File: config.mk
export PLATFORM = sky130hd
export DESIGN_NAME = ex_operand_stage
export DESIGN_NICKNAME = d
export VERILOG_FILES = /design/src/rtl/ex_pkg.sv /design/src/rtl/ex_operand_stage_forward_unit.sv /design/src/rtl/ex_operand_stage.sv
export SDC_FILE = /design/constraint.sdc
export NUM_CORES = 1
export LEC_CHECK = 0
export CORE_AREA = 2 2 168 170
export CTS_CLUSTER_DIAMETER = 40
export DETAILED_ROUTE_END_ITERATION = 10
export DIE_AREA = 0 0 170 172
export PLACE_DENSITY = 0.66
export SLEW_MARGIN = 20
export SYNTH_ARGS = -nofsm -noshare
export SYNTH_HDL_FRONTEND = slang
export SYNTH_SLANG_ARGS = --single-unit
File: constraint.sdc
create_clock -name clk -period 7.6 [get_ports clk]
set_input_delay 1.9 -clock clk [delete_from_list [all_inputs] [get_ports clk]]
set_output_delay 1.9 -clock clk [all_outputs]
set_load 0.005 [all_outputs]
File: src/rtl/ex_pkg.sv
// ex_pkg: shared definitions for the execute-stage operand front end.
//   - ALU operation codes driven on alu_ctrl
//   - forward-select enum produced by forward_unit
//   - packed ID/EX control bundle held in the pipeline register
package ex_pkg;

    localparam logic [2:0] ALU_ADD = 3'b000;
    localparam logic [2:0] ALU_SUB = 3'b001;
    localparam logic [2:0] ALU_AND = 3'b010;
    localparam logic [2:0] ALU_OR  = 3'b011;
    localparam logic [2:0] ALU_XOR = 3'b100;
    localparam logic [2:0] ALU_SLT = 3'b101;
    localparam logic [2:0] ALU_SLL = 3'b110;
    localparam logic [2:0] ALU_SRL = 3'b111;

    typedef enum logic [1:0] {
        FWD_REG = 2'd0,
        FWD_MEM = 2'd1,
        FWD_WB  = 2'd2
    } fwd_sel_e;

    typedef struct packed {
        logic       reg_write;
        logic       mem_read;
        logic       mem_write;
        logic       src_a_pc;
        logic       src_b_imm;
        logic [2:0] alu_ctrl;
    } id_ex_ctrl_t;

endpackage

File: src/rtl/ex_operand_stage_forward_unit.sv
// forward_unit: combinational bypass selector for one source operand.
// Ports:
//   src_addr                    register address read by the EX instruction
//   mem_reg_write, mem_rd_addr  EX/MEM writer
//   wb_reg_write,  wb_rd_addr   WB writer
//   fwd_sel                     FWD_MEM / FWD_WB / FWD_REG
// The younger MEM result wins over WB; x0 always reads the register file.
module forward_unit
    import ex_pkg::*;
#(
    parameter int REG_AW = 5
) (
    input  logic [REG_AW-1:0] src_addr,
    input  logic              mem_reg_write,
    input  logic [REG_AW-1:0] mem_rd_addr,
    input  logic              wb_reg_write,
    input  logic [REG_AW-1:0] wb_rd_addr,
    output fwd_sel_e          fwd_sel
);

    always_comb begin
        fwd_sel = FWD_REG;
        if (src_addr != '0) begin
            if (mem_reg_write && (mem_rd_addr == src_addr)) begin
                fwd_sel = FWD_MEM;
            end else if (wb_reg_write && (wb_rd_addr == src_addr)) begin
                fwd_sel = FWD_WB;
            end
        end
    end

endmodule

File: src/rtl/ex_operand_stage.sv
// ex_operand_stage: ID/EX pipeline register plus operand forwarding for the ALU.
// Ports:
//   clk, rst (async, active-high)
//   id_*            decoded instruction fields from decode
//   mem_*, wb_*     write-back ports of the MEM and WB stages (bypass sources)
//   flush           kill the instruction entering EX
//   alu_a/alu_b/alu_ctrl   ALU inputs
//   ex_*            registered control, destination, PC and forwarded store data
//   load_use_stall  combinational request to hold PC and IF/ID
//   perf_stall_cnt, perf_flush_cnt  saturating event counters
// Optional feature: define EX_OPERAND_PERF_EN to build the performance
// counters; otherwise both counter ports are tied to zero.
module ex_operand_stage
    import ex_pkg::*;
#(
    parameter int XLEN   = 32,
    parameter int REG_AW = 5
) (
    input  logic              clk,
    input  logic              rst,
    input  logic              id_valid,
    input  logic [XLEN-1:0]   id_pc,
    input  logic [REG_AW-1:0] id_rs1_addr,
    input  logic [REG_AW-1:0] id_rs2_addr,
    input  logic [REG_AW-1:0] id_rd_addr,
    input  logic [XLEN-1:0]   id_rs1_data,
    input  logic [XLEN-1:0]   id_rs2_data,
    input  logic [XLEN-1:0]   id_imm,
    input  logic              id_src_a_pc,
    input  logic              id_src_b_imm,
    input  logic [2:0]        id_alu_ctrl,
    input  logic              id_reg_write,
    input  logic              id_mem_read,
    input  logic              id_mem_write,
    input  logic              mem_reg_write,
    input  logic [REG_AW-1:0] mem_rd_addr,
    input  logic [XLEN-1:0]   mem_result,
    input  logic              wb_reg_write,
    input  logic [REG_AW-1:0] wb_rd_addr,
    input  logic [XLEN-1:0]   wb_result,
    input  logic              flush,
    output logic [XLEN-1:0]   alu_a,
    output logic [XLEN-1:0]   alu_b,
    output logic [2:0]        alu_ctrl,
    output logic              ex_valid,
    output logic              ex_reg_write,
    output logic              ex_mem_read,
    output logic              ex_mem_write,
    output logic [REG_AW-1:0] ex_rd_addr,
    output logic [XLEN-1:0]   ex_pc,
    output logic [XLEN-1:0]   ex_store_data,
    output logic              load_use_stall,
    output logic [31:0]       perf_stall_cnt,
    output logic [31:0]       perf_flush_cnt
);

    logic              vld_p1;
    id_ex_ctrl_t       ctrl_p1;
    logic [XLEN-1:0]   pc_p1;
    logic [XLEN-1:0]   imm_p1;
    logic [XLEN-1:0]   rs1_data_p1;
    logic [XLEN-1:0]   rs2_data_p1;
    logic [REG_AW-1:0] rs1_addr_p1;
    logic [REG_AW-1:0] rs2_addr_p1;
    logic [REG_AW-1:0] rd_addr_p1;

    fwd_sel_e          fwd_a_sel;
    fwd_sel_e          fwd_b_sel;
    logic [XLEN-1:0]   rs1_fwd;
    logic [XLEN-1:0]   rs2_fwd;

    // A load in EX whose destination is read by the decode instruction cannot
    // be bypassed in time; flush takes precedence because the decode
    // instruction is being discarded anyway.
    assign load_use_stall = vld_p1 & ctrl_p1.mem_read & (rd_addr_p1 != '0) &
                            id_valid & ~flush &
                            ((id_rs1_addr == rd_addr_p1) | (id_rs2_addr == rd_addr_p1));

    // ---- ID -> EX boundary ----
    // A bubble clears only the control bits; data fields keep their old value.
    always_ff @(posedge clk or posedge rst) begin
        if (rst) begin
            vld_p1      <= 1'b0;
            ctrl_p1     <= '0;
            pc_p1       <= '0;
            imm_p1      <= '0;
            rs1_data_p1 <= '0;
            rs2_data_p1 <= '0;
            rs1_addr_p1 <= '0;
            rs2_addr_p1 <= '0;
            rd_addr_p1  <= '0;
        end else if (flush || load_use_stall) begin
            vld_p1            <= 1'b0;
            ctrl_p1.reg_write <= 1'b0;
            ctrl_p1.mem_read  <= 1'b0;
            ctrl_p1.mem_write <= 1'b0;
            ctrl_p1.alu_ctrl  <= ALU_ADD;
        end else begin
            vld_p1            <= id_valid;
            ctrl_p1.reg_write <= id_reg_write;
            ctrl_p1.mem_read  <= id_mem_read;
            ctrl_p1.mem_write <= id_mem_write;
            ctrl_p1.src_a_pc  <= id_src_a_pc;
            ctrl_p1.src_b_imm <= id_src_b_imm;
            ctrl_p1.alu_ctrl  <= id_alu_ctrl;
            pc_p1             <= id_pc;
            imm_p1            <= id_imm;
            rs1_data_p1       <= id_rs1_data;
            rs2_data_p1       <= id_rs2_data;
            rs1_addr_p1       <= id_rs1_addr;
            rs2_addr_p1       <= id_rs2_addr;
            rd_addr_p1        <= id_rd_addr;
        end
    end

    // ---- EX operand forwarding (combinational on registered addresses) ----
    forward_unit #(.REG_AW(REG_AW)) u_fwd_rs1 (
        .src_addr      (rs1_addr_p1),
        .mem_reg_write (mem_reg_write),
        .mem_rd_addr   (mem_rd_addr),
        .wb_reg_write  (wb_reg_write),
        .wb_rd_addr    (wb_rd_addr),
        .fwd_sel       (fwd_a_sel)
    );

    forward_unit #(.REG_AW(REG_AW)) u_fwd_rs2 (
        .src_addr      (rs2_addr_p1),
        .mem_reg_write (mem_reg_write),
        .mem_rd_addr   (mem_rd_addr),
        .wb_reg_write  (wb_reg_write),
        .wb_rd_addr    (wb_rd_addr),
        .fwd_sel       (fwd_b_sel)
    );

    always_comb begin
        rs1_fwd = rs1_data_p1;
        case (fwd_a_sel)
            FWD_MEM: rs1_fwd = mem_result;
            FWD_WB:  rs1_fwd = wb_result;
            default: rs1_fwd = rs1_data_p1;
        endcase
    end

    always_comb begin
        rs2_fwd = rs2_data_p1;
        case (fwd_b_sel)
            FWD_MEM: rs2_fwd = mem_result;
            FWD_WB:  rs2_fwd = wb_result;
            default: rs2_fwd = rs2_data_p1;
        endcase
    end

    assign alu_a         = ctrl_p1.src_a_pc  ? pc_p1  : rs1_fwd;
    assign alu_b         = ctrl_p1.src_b_imm ? imm_p1 : rs2_fwd;
    assign ex_store_data = rs2_fwd;
    assign alu_ctrl      = ctrl_p1.alu_ctrl;
    assign ex_valid      = vld_p1;
    assign ex_reg_write  = ctrl_p1.reg_write;
    assign ex_mem_read   = ctrl_p1.mem_read;
    assign ex_mem_write  = ctrl_p1.mem_write;
    assign ex_rd_addr    = rd_addr_p1;
    assign ex_pc         = pc_p1;

`ifdef EX_OPERAND_PERF_EN
    logic [31:0] stall_cnt_p1;
    logic [31:0] flush_cnt_p1;

    function automatic logic [31:0] sat_inc(input logic [31:0] v);
        return (v == 32'hFFFF_FFFF) ? v : v + 32'd1;
    endfunction

    // ---- performance counter boundary ----
    always_ff @(posedge clk or posedge rst) begin
        if (rst) begin
            stall_cnt_p1 <= '0;
            flush_cnt_p1 <= '0;
        end else begin
            if (load_use_stall) begin
                stall_cnt_p1 <= sat_inc(stall_cnt_p1);
            end
            if (flush && id_valid) begin
                flush_cnt_p1 <= sat_inc(flush_cnt_p1);
            end
        end
    end

    assign perf_stall_cnt = stall_cnt_p1;
    assign perf_flush_cnt = flush_cnt_p1;
`else
    assign perf_stall_cnt = '0;
    assign perf_flush_cnt = '0;
`endif

endmodule

== After elaboration in Yosys (flattened, before gate mapping) ==
Cells that the tools add are included.
Storage, ports and cells
  word-level logic and storage cells: 52
  bits in registers: 152
  output and inout bits: 205
  bits of input ports: 231
Operators by class
  bitwise gates (word level): 7
  multiplexer cells: 13
  equality and inequality tests: 10
  reduce and logical (&&, ||, !) cells: 8
Operators by type and width (number)
  $pmux W32 S2: 2
  $mux W32: 2
  $eq A5 B5 Y1: 6
  $reduce_bool A5 Y1: 3
  $mux W2: 6
  $mux W3: 2
  $and A1 B1 Y1: 5
  $eq A2 B1 Y1 const B: 2
  $eq A2 B2 Y1 const B: 2
  $logic_and A1 B1 Y1: 4
  $logic_or A1 B1 Y1: 1
  $mux W1: 1
  $not A1 Y1: 1
  $or A1 B1 Y1: 1

== Logic depth before layout (Yosys ltp) ==
Gate-level depths: netlist (run 1).
  depth after elaboration: 8
  depth in mapped cells: 11
  gate-level depth less buffers: 10

== By module ==
Synthesis (run 1) repeated with hierarchy kept, for this count alone.
Second synthesis, totals
  cell total of the unflattened synthesis: 789
  area, all modules: 8794.7 um2
By module, submodules not included
  ex_operand_stage: sequential area each 3803.6 um2, instances 1, cells an instance 753, area an instance 8524.4 um2
  forward_unit: sequential area each 0.0 um2, instances 2, cells an instance 18, area an instance 135.1 um2

== Worst setup path before layout (run 1) ==
OpenSTA, ideal clock, no wires.
  kind: input -> output
  start: input port mem_rd_addr[2]
  end: output port alu_a[0]
  arrival time: 3.871 ns
  stages: 9
  data required time: 5.700 ns
  slack: 1.829 ns
  buffers on the path: 2
  cells stage by stage: xor2_1 nor4_1 and3_1 or4_1 ha_1 clkbuf_1 clkbuf_1 a21oi_1 o21ai_0
On the way
  cells in the longest elaborated chain, start to end: 7
  elaborated cells between the ends (all ways): 8
  those cells by class: 3 x eq/ne; 4 x mux; 1 x reduce/logical
Ends and longest elaborated chain
  from (decl): RTL line ex_operand_stage.sv:36  | input logic [REG_AW-1:0] mem_rd_addr,
  $eq A5 B5 Y1 *: RTL line ex_operand_stage_forward_unit.sv:24  | if (mem_reg_write && (mem_rd_addr == src_addr)) begin
  $logic_and A1 B1 Y1 *: RTL line ex_operand_stage_forward_unit.sv:24
  $mux W2 *: RTL line ex_operand_stage_forward_unit.sv:24
  $mux W2 *: RTL line ex_operand_stage_forward_unit.sv:23  | if (src_addr != '0) begin
  $eq A2 B2 Y1 / $eq A2 B1 Y1 (equally long branches): RTL line ex_operand_stage.sv:137  | case (fwd_a_sel)
  $pmux W32 S2 *: RTL line ex_operand_stage.sv:137
  $mux W32 *: RTL line ex_operand_stage.sv:153  | assign alu_a = ctrl_p1.src_a_pc ? pc_p1 : rs1_fwd;
  to (decl): RTL line ex_operand_stage.sv:42  | output logic [XLEN-1:0] alu_a,
Mark *: on every way between the ends. The rest lies on a longest branch, timed or not.

== Final worst setup path (run 1) ==
  start: input port mem_rd_addr[1]
  end: output port alu_a[4]
Same word-level chain as after synthesis.

==> results of run 1 <==
cells in the mapped netlist (2+ instances only):
master	instances	area, µm²
dfrtp_1	152	3800
mux2_2	93	1050
mux2_4	79	1190
nand2_1	68	255
buf_4	67	503
a22oi_1	64	480
o21ai_0	64	320
nor2_1	36	135
a21oi_1	33	165
clkbuf_1	33	124
xnor2_1	16	140
xor2_1	13	114
buf_6	9	101
and2_1	7	43.8
buf_1	6	22.5
buf_2	6	30.0
o21a_1	6	45.0
inv_1	5	18.8
o22a_1	5	43.8
ha_1	4	50.1
nand3_1	4	20.0
and3_1	3	18.8
or4_1	3	22.5
nor3_1	2	10.0
nor4_1	2	12.5
worst max-delay path, delay by kind of cell:
family	cells	cell delay, ps
fa+ha+maj	1	370
buf+inv	3	1310
compound gates	3	780
xor+xnor	1	180
simple gates	4	910
flip-flops by register name, summed over array words and instances (netlist names), 2 cells and up:
name,flops
ex_pc,32
alu_ctrl,3
rs2_addr_p1,5
rs1_addr_p1,5
ctrl_p1,2
imm_p1,32
rs1_data_p1,32
rs2_data_p1,32
ex_rd_addr,5
cell families after synthesis:
group | after synthesis
AOI/OAI and AO/OA | 176
muxes | 172
DFF | 152
and+or+nand+nor | 130
buffers and inverters | 126
xor gates and xnor gates | 29
adders and majority gates | 4
other | 1
report_power, final:
| part | internal, µW | switching [µW] |
|---|---|---|
| Sequential | 889 | 69.3 |
| Combinational | 437 | 245 |
| Clock | 511 | 392 |
| Total | 1840 | 706 |
metrics by stage:
stage          cells  hold WS [ps]  area, µm²  worst slack (ps)
2_1_floorplan    853           475       9030              1610
4_1_cts         1502           506      13200               237
3_3_place_gp    1470           485      12600               285
5_1_grt         1502           516      13200              43.1
3_5_place_dp    1470           491      12600               240
6_report        1503           502      13200               236
final cells by class:
class                      count  area share
antenna                        1    0.000189
clock buffer                  19      0.0342
clock inverter                13      0.0118
inverter                       5     0.00180
multi-input combinational    575       0.336
sequential                   152       0.287
tap                          346      0.0327
timing repair buffer         392       0.296
routing by layer:
layer | up-vias | GRT usage | part of all wire
met2 | 322 | 0.378 | 0.49
li1 | 3381 | - | -
met4 | 0 | 0.0654 | 0.022
met3 | 39 | 0.0618 | 0.068
met1 | 3543 | 0.276 | 0.42
met5 | - | 0 | 0
worst max path at each step:
stage	from	end
after CTS	mem_rd_addr[1]	alu_a[4]
after global routing	mem_rd_addr[2]	alu_a[4]
after detailed placement	mem_rd_addr[1]	alu_a[4]
after floorplan	rst	alu_ctrl[0]$_DFF_PP0_
after global placement	mem_rd_addr[2]	alu_a[4]
final	mem_rd_addr[1]	alu_a[4]
==> summary.txt, run 1 <==
Hold path
  – Hold-critical path endpoint: imm_p1[25]$_DFFE_PP0N_
  – Cells on Worst Hold Path: 1
  – Tightest Hold Check Type: reg2reg
  – Min-delay src: imm_p1[25]$_DFFE_PP0N_

Yosys
  – EDFF count, synth: 0
  – Mapped Cells: 790
  – Dominant synthesized flop cell: dfrtp_1
  – Seq/Total Area, Yosys: 0.432
  – Mapped cell area: 8800 µm²
  – Yosys reg bits: 152
  – Synthesized-area fraction occupied by adder cells: 0.00569
  – Compound-gate portion of the synthesized area: 0.125
  – Syn_area_per_cell: 11.1 µm²
  – XOR/XNOR Fraction of Synth Area: 0.0289
  – Async S/R FF share, synth: 1.00
  – Netlist cell types: 35
  – Simple-gate share of the synthesized area: 0.0627
  – YS warnings: 0
  – Mux contribution to synthesized area: 0.254
  – Largest family of logic cells by synthesized area: multiplexers

Timing
  – Final hold violation count: 0
  – Tightest Pin Transition: between 900 and 1000 ps
  – Clock skew: 13.0 ps
  – Setup-failing EPs final: 0
  – Setup TNS Final: 0 ps
  – RSZ-0062 raised after global routing: no
  – Achievable Freq: between 100 and 150 MHz
  – Min Tclk post-route: 7360 ps
  – Fin. max-slew vios: 0
  – Max-Slew Margin vs Limit: 0.366
  – Final worst-path cycle share: 0.969

Worst setup path
  – Worst setup SP type: primary input
  – WP data required: 5700 ps
  – RR Startpoint: ex_rd_addr[2]$_DFFE_PP0N_
  – Worst stage delay on the critical path: 560 ps
  – CP max stage cell: or4_1
  – WS Path Type: in2out
  – CP most frequent cell: clkdlybuf4s50_1
  – FF-to-FF End: rs2_data_p1[14]$_DFFE_PP0N_
  – Worst-case reg-to-reg path depth: 6
  – Flop-to-flop setup slack: between 4000 and 5000 ps
  – Worst Path Max Fanout: 18
  – CP arrival: 5460 ps
  – Worst path cell trace: clkdlybuf4s50_1 > xor2_1 > nor4_1 > and3_1 > or4_1 > ha_2 > buf_4 > a22oi_1 > nor2_1 > a21oi_1 > o21ai_0 > clkdlybuf4s50_1
  – Critical path capture point type: output port

Finish
  – Footprint of the multi-input gates: between 4000 and 5000 µm²
  – Share of cells above drive strength 1: 0.201
  – Most frequent cells in the layout: 371 x clkdlybuf4s50_1, 151 x dfrtp_1, 93 x mux2_2
  – Reg area: 3800 µm²
  – Nets: 1,378
  – Commonest non-fill, non-tap cell in the layout: clkdlybuf4s50_1
  – Fin util: 0.482
  – Area Growth Syn to Fin: 50.5%
  – Fill count: 2,531

Placed design
  – Port bufs: 371
  – Placed wire-length estimate: 26.0 mm
  – Gpl congestion: 0.837

Clocking
  – Postcts setup bufs: 0
  – Root Buffer: clkbuf_16
  – CTS tree: built
  – PostCTS Resize Cnt: 0
  – TritonCTS Buffers: 17
  – Htree depth: 4
  – Number of hold buffers added after CTS: 0
  – CTS Sinks: 152
  – Clock Tree Buf Depth: 2
  – Clock insertion delay at the later pin of the skew report: around 440 ps
  – Clock transition at path regs: 60 ps

Run status
  – Outcome: finished, final reports clean

Detailed routing
  – DR pass1 iterations: 4
  – Vias: 7,285
  – Final WL: 33.3 mm
  – Drt wl/cell: 22.2 µm
  – Iter 0 DRT Violations: 416
  – DRC viols: 0
  – Via density: 4.85
  – Post-route ant nets: 0

Floorplanning
  – Die ar.: just under 30,000 µm²
  – Chip Height: about 170 µm
  – Placeable Area: 27,500 µm²
  – Die Wd: 170 µm
  – # rows: 61
  – I/O pin count: roughly 440
  – Initial Util: 0.320

Pwr
  – PwrDens: 192 nW/µm²
  – Lkg Pwr: 0.00547 µW
  – Max rail drop VDD: 0.124 mV
  – Power Total: 2540 µW

Global routing
  – Largest net degree at the start of global routing: 88
  – Vias in the first global route: 7,312
  – Total grt overflow: 0
  – Initial antenna violation count: 1
  – GR Util All Layers: 0.222
  – First-pass GRT wire length: approximately 47 mm

Run
  – Max-cap violations: 0
Power figures use the tool's default switching activity.
==> inputs of run 2 (changes only) <==
--- a/config.mk
+++ b/config.mk
@@ -5,11 +5,12 @@
 export SDC_FILE = /design/constraint.sdc
 export NUM_CORES = 1
 export LEC_CHECK = 0
-export CORE_AREA = 2 2 168 170
+export ABC_AREA = 1
+export CORE_AREA = 2 2 169 171
 export CTS_CLUSTER_DIAMETER = 40
 export DETAILED_ROUTE_END_ITERATION = 10
-export DIE_AREA = 0 0 170 172
-export PLACE_DENSITY = 0.66
+export DIE_AREA = 0 0 171 173
+export PLACE_DENSITY = 0.67
 export SLEW_MARGIN = 20
 export SYNTH_ARGS = -nofsm -noshare
 export SYNTH_HDL_FRONTEND = slang
==> summary.txt, run 2 <==
Yosys
  – Yosys reg bits: 152 (unchanged)
  – Seq/Total Area, Yosys: 0.419 (-0.0129)
  – Leading area contributor after synthesis: dfrtp_1
  – Mapped cell area: 9070 µm² (+3.1%)
  – Syn_area_per_cell: 7.12 µm² (-36%)
  – Post-synth top area share: 0.419 (-0.0129)
  – Synth cell count leaders: 486 x nand2_1, 152 x dfrtp_1, 148 x nand3_1
  – Count leader, synth: nand2_1
  – Dominant synthesized flop cell: dfrtp_1
  – EDFF count, synth: 0 (unchanged)
  – YS warnings: 0 (unchanged)
  – Mapped Cells: 1,274 (+61%)
  – Top cells by area, synth: dfrtp_1 42%, nand2_1 20%, nand3_1 8.2%
  – Async S/R FF share, synth: 1.00 (unchanged)
  – Netlist cell types: 26 (-26%)

Floorplanning
  – Die Wd: 171 µm (+0.59%)
  – # rows: 61 (unchanged)
  – I/O pin count: 436 (unchanged)
  – Chip Height: 173 µm (+0.58%)
  – Die ar.: 29,600 µm² (+1.2%)
  – Placeable Area: 27,600 µm² (+0.56%)
  – Initial Util: 0.328 (+0.00806)

Global routing
  – First-pass GRT wire length: 56.2 mm (+19%)
  – Initial antenna violation count: 4 (+3)
  – Total grt overflow: 0 (unchanged)
  – GR Util All Layers: 0.247 (+0.0249)
  – Largest net degree at the start of global routing: 153 (+74%)
  – Vias in the first global route: 9,501 (+30%)

Clocking
  – TritonCTS Buffers: 17 (unchanged)
  – Root Buffer: clkbuf_16
  – CTS tree: built
  – Htree depth: 4 (unchanged)
  – Number of hold buffers added after CTS: 0 (unchanged)
  – Clock insertion delay at the later pin of the skew report: 430 ps (about the same)
  – PostCTS Resize Cnt: 0 (unchanged)
  – Clock Tree Buf Depth: 2 (unchanged)
  – CTS Sinks: 152 (unchanged)
  – Postcts setup bufs: 0 (unchanged)
  – Clock transition at path regs: 70 ps (about the same)

Finish
  – Share of cells above drive strength 1: 0.0338 (-0.167)
  – Most frequent cells in the layout: 485 x nand2_1, 371 x clkdlybuf4s50_1, 151 x dfrtp_1
  – Commonest non-fill, non-tap cell in the layout: nand2_1
  – Fin util: 0.478 (-0.00352)
  – Area Growth Syn to Fin: 45.7%
  – Nets: 1,822 (+32%)

Detailed routing
  – Vias: 9,658 (+33%)
  – Post-route ant nets: 0 (unchanged)
  – Drt wl/cell: 18.6 µm (-16%)
  – Via density: 4.88 (+0.69%)
  – DRC viols: 0 (unchanged)
  – Iter 0 DRT Violations: 739 (+78%)
  – Final WL: 36.8 mm (+10%)
  – DR pass1 iterations: 7 (+3)

Timing
  – Fin. max-slew vios: 0 (unchanged)
  – Setup-failing EPs final: 0 (unchanged)
  – Achievable Freq: 145 MHz (+6.7%)
  – Clock skew: 14.4 ps (+1.38 ps)
  – Tightest Pin Transition: 1020 ps (+72.2 ps)
  – Final hold violation count: 0 (unchanged)
  – Setup TNS Final: 0 ps (unchanged)
  – Final worst-path cycle share: 0.908 (-0.0606)
  – Min Tclk post-route: 6900 ps (-460 ps)
  – RSZ-0062 raised after global routing: no
  – Max-Slew Margin vs Limit: 0.318 (-0.0481)

Pwr
  – Sw Ratio: 0.305 (+0.0274)
  – Max rail drop VDD: 0.0921 mV (-26%)
  – Share of power burned in registers: 0.390 (+0.013)
  – Pint: 1670 µW (-9.2%)
  – PwrDens: 182 nW/µm² (-5.5%)
  – Lkg Pwr: 0.00638 µW (+17%)
  – Comb pwr share: 0.273 (+0.005)
  – NetSw: 732 µW (+3.7%)
  – Clk pwr share: 0.336 (-0.019)

Worst setup path
  – Flop-to-flop setup slack: 4490 ps (-370 ps)
  – Worst setup SP type: primary input
  – Worst Path Max Fanout: 32 (+14)
  – WS Path Type: in2out
  – WP data required: 5700 ps (about the same)
  – CP arrival: 5000 ps (-460 ps)
  – Critical path capture point type: output port

Placed design
  – Port bufs: 371 (unchanged)
  – Placed wire-length estimate: 26.0 mm (-0.22%)
  – Gpl congestion: 0.883 (+5.4%)

Hold path
  – Tightest Hold Check Type: reg2reg

Run status
  – Outcome: finished, final reports clean

Run
  – Max-cap violations: 0 (unchanged)
run 2: stage by stage:
step,total power (µW),cells,instance area (µm²),setup slack (ps),hold slack (ps)
floorplan,1220,1337,9310,1610,442
global placement,1600,1946,12700,692,453
detailed placement,1610,1946,12700,735,458
CTS,2430,1978,13200,718,476
global route,2530,1979,13200,527,492
finish,2400,1979,13200,696,473
run 2: worst max-delay path: stages:
cell and delay (ps):
clkdlybuf4s50_1 510, inv_1 70, a21oi_1 130, nand4_1 120, nand2b_1 190, nor2_1 270
ha_1 310, inv_1 60, buf_4 360, nor2_1 80, a21oi_1 300, nand2_1 90
nand2_1 100, clkdlybuf4s50_1 510
run 2: power groups by stage:
stage	registers [µW]	clock network, µW	logic, µW
floorplan	933	0	289
global placement	950	0	654
detailed placement	951	0	657
CTS	937	831	661
global route	946	867	719
finish	937	808	656
run 2: cell families after synthesis:
group	Yosys count	share of synthesized area
AOI/OAI and AO/OA	141	0.101
xor gates and xnor gates	9	0.00869
adders and majority gates	4	0.00552
buffers and inverters	202	0.125
DFF	152	0.419
other	1	0.000414
and+or+nand+nor	765	0.340
run 2: area by class of cell:
class,count,area [µm²]
Tap cell,378,473
Antenna cell,1,2.50
Clock inverter,11,90.1
Timing Repair Buffer,386,3830
Fill cell,2831,14400
Sequential cell,152,3800
Clock buffer,21,450
Multi-Input combinational cell,983,4390
Inverter,47,184
run 2: path summary, 6_finish.rpt:
path / from / end / cells after the start
max in group asynchronous: rst / rs2_data_p1[23]$_DFFE_PP0N_ / 3
min in group asynchronous: rst / alu_ctrl[2]$_DFF_PP0_ / 2
worst min register to register: imm_p1[24]$_DFFE_PP0N_ / imm_p1[24]$_DFFE_PP0N_ / 2
worst max register to register: ex_rd_addr[1]$_DFFE_PP0N_ / rs2_data_p1[21]$_DFFE_PP0N_ / 9
worst min-delay path: imm_p1[24]$_DFFE_PP0N_ / imm_p1[24]$_DFFE_PP0N_ / 2
worst max-delay path: mem_rd_addr[3] / alu_b[0] / 14
run 2: routing by layer:
| layer | GRT usage | up-vias | wire length, µm |
|---|---|---|---|
| li1 | - | 4594 | - |
| met1 | 0.338 | 4546 | 15900 |
| met2 | 0.388 | 456 | 17100 |
| met3 | 0.0488 | 58 | 2780 |
| met4 | 0.0844 | 4 | 970 |
| met5 | 0 | - | 25 |
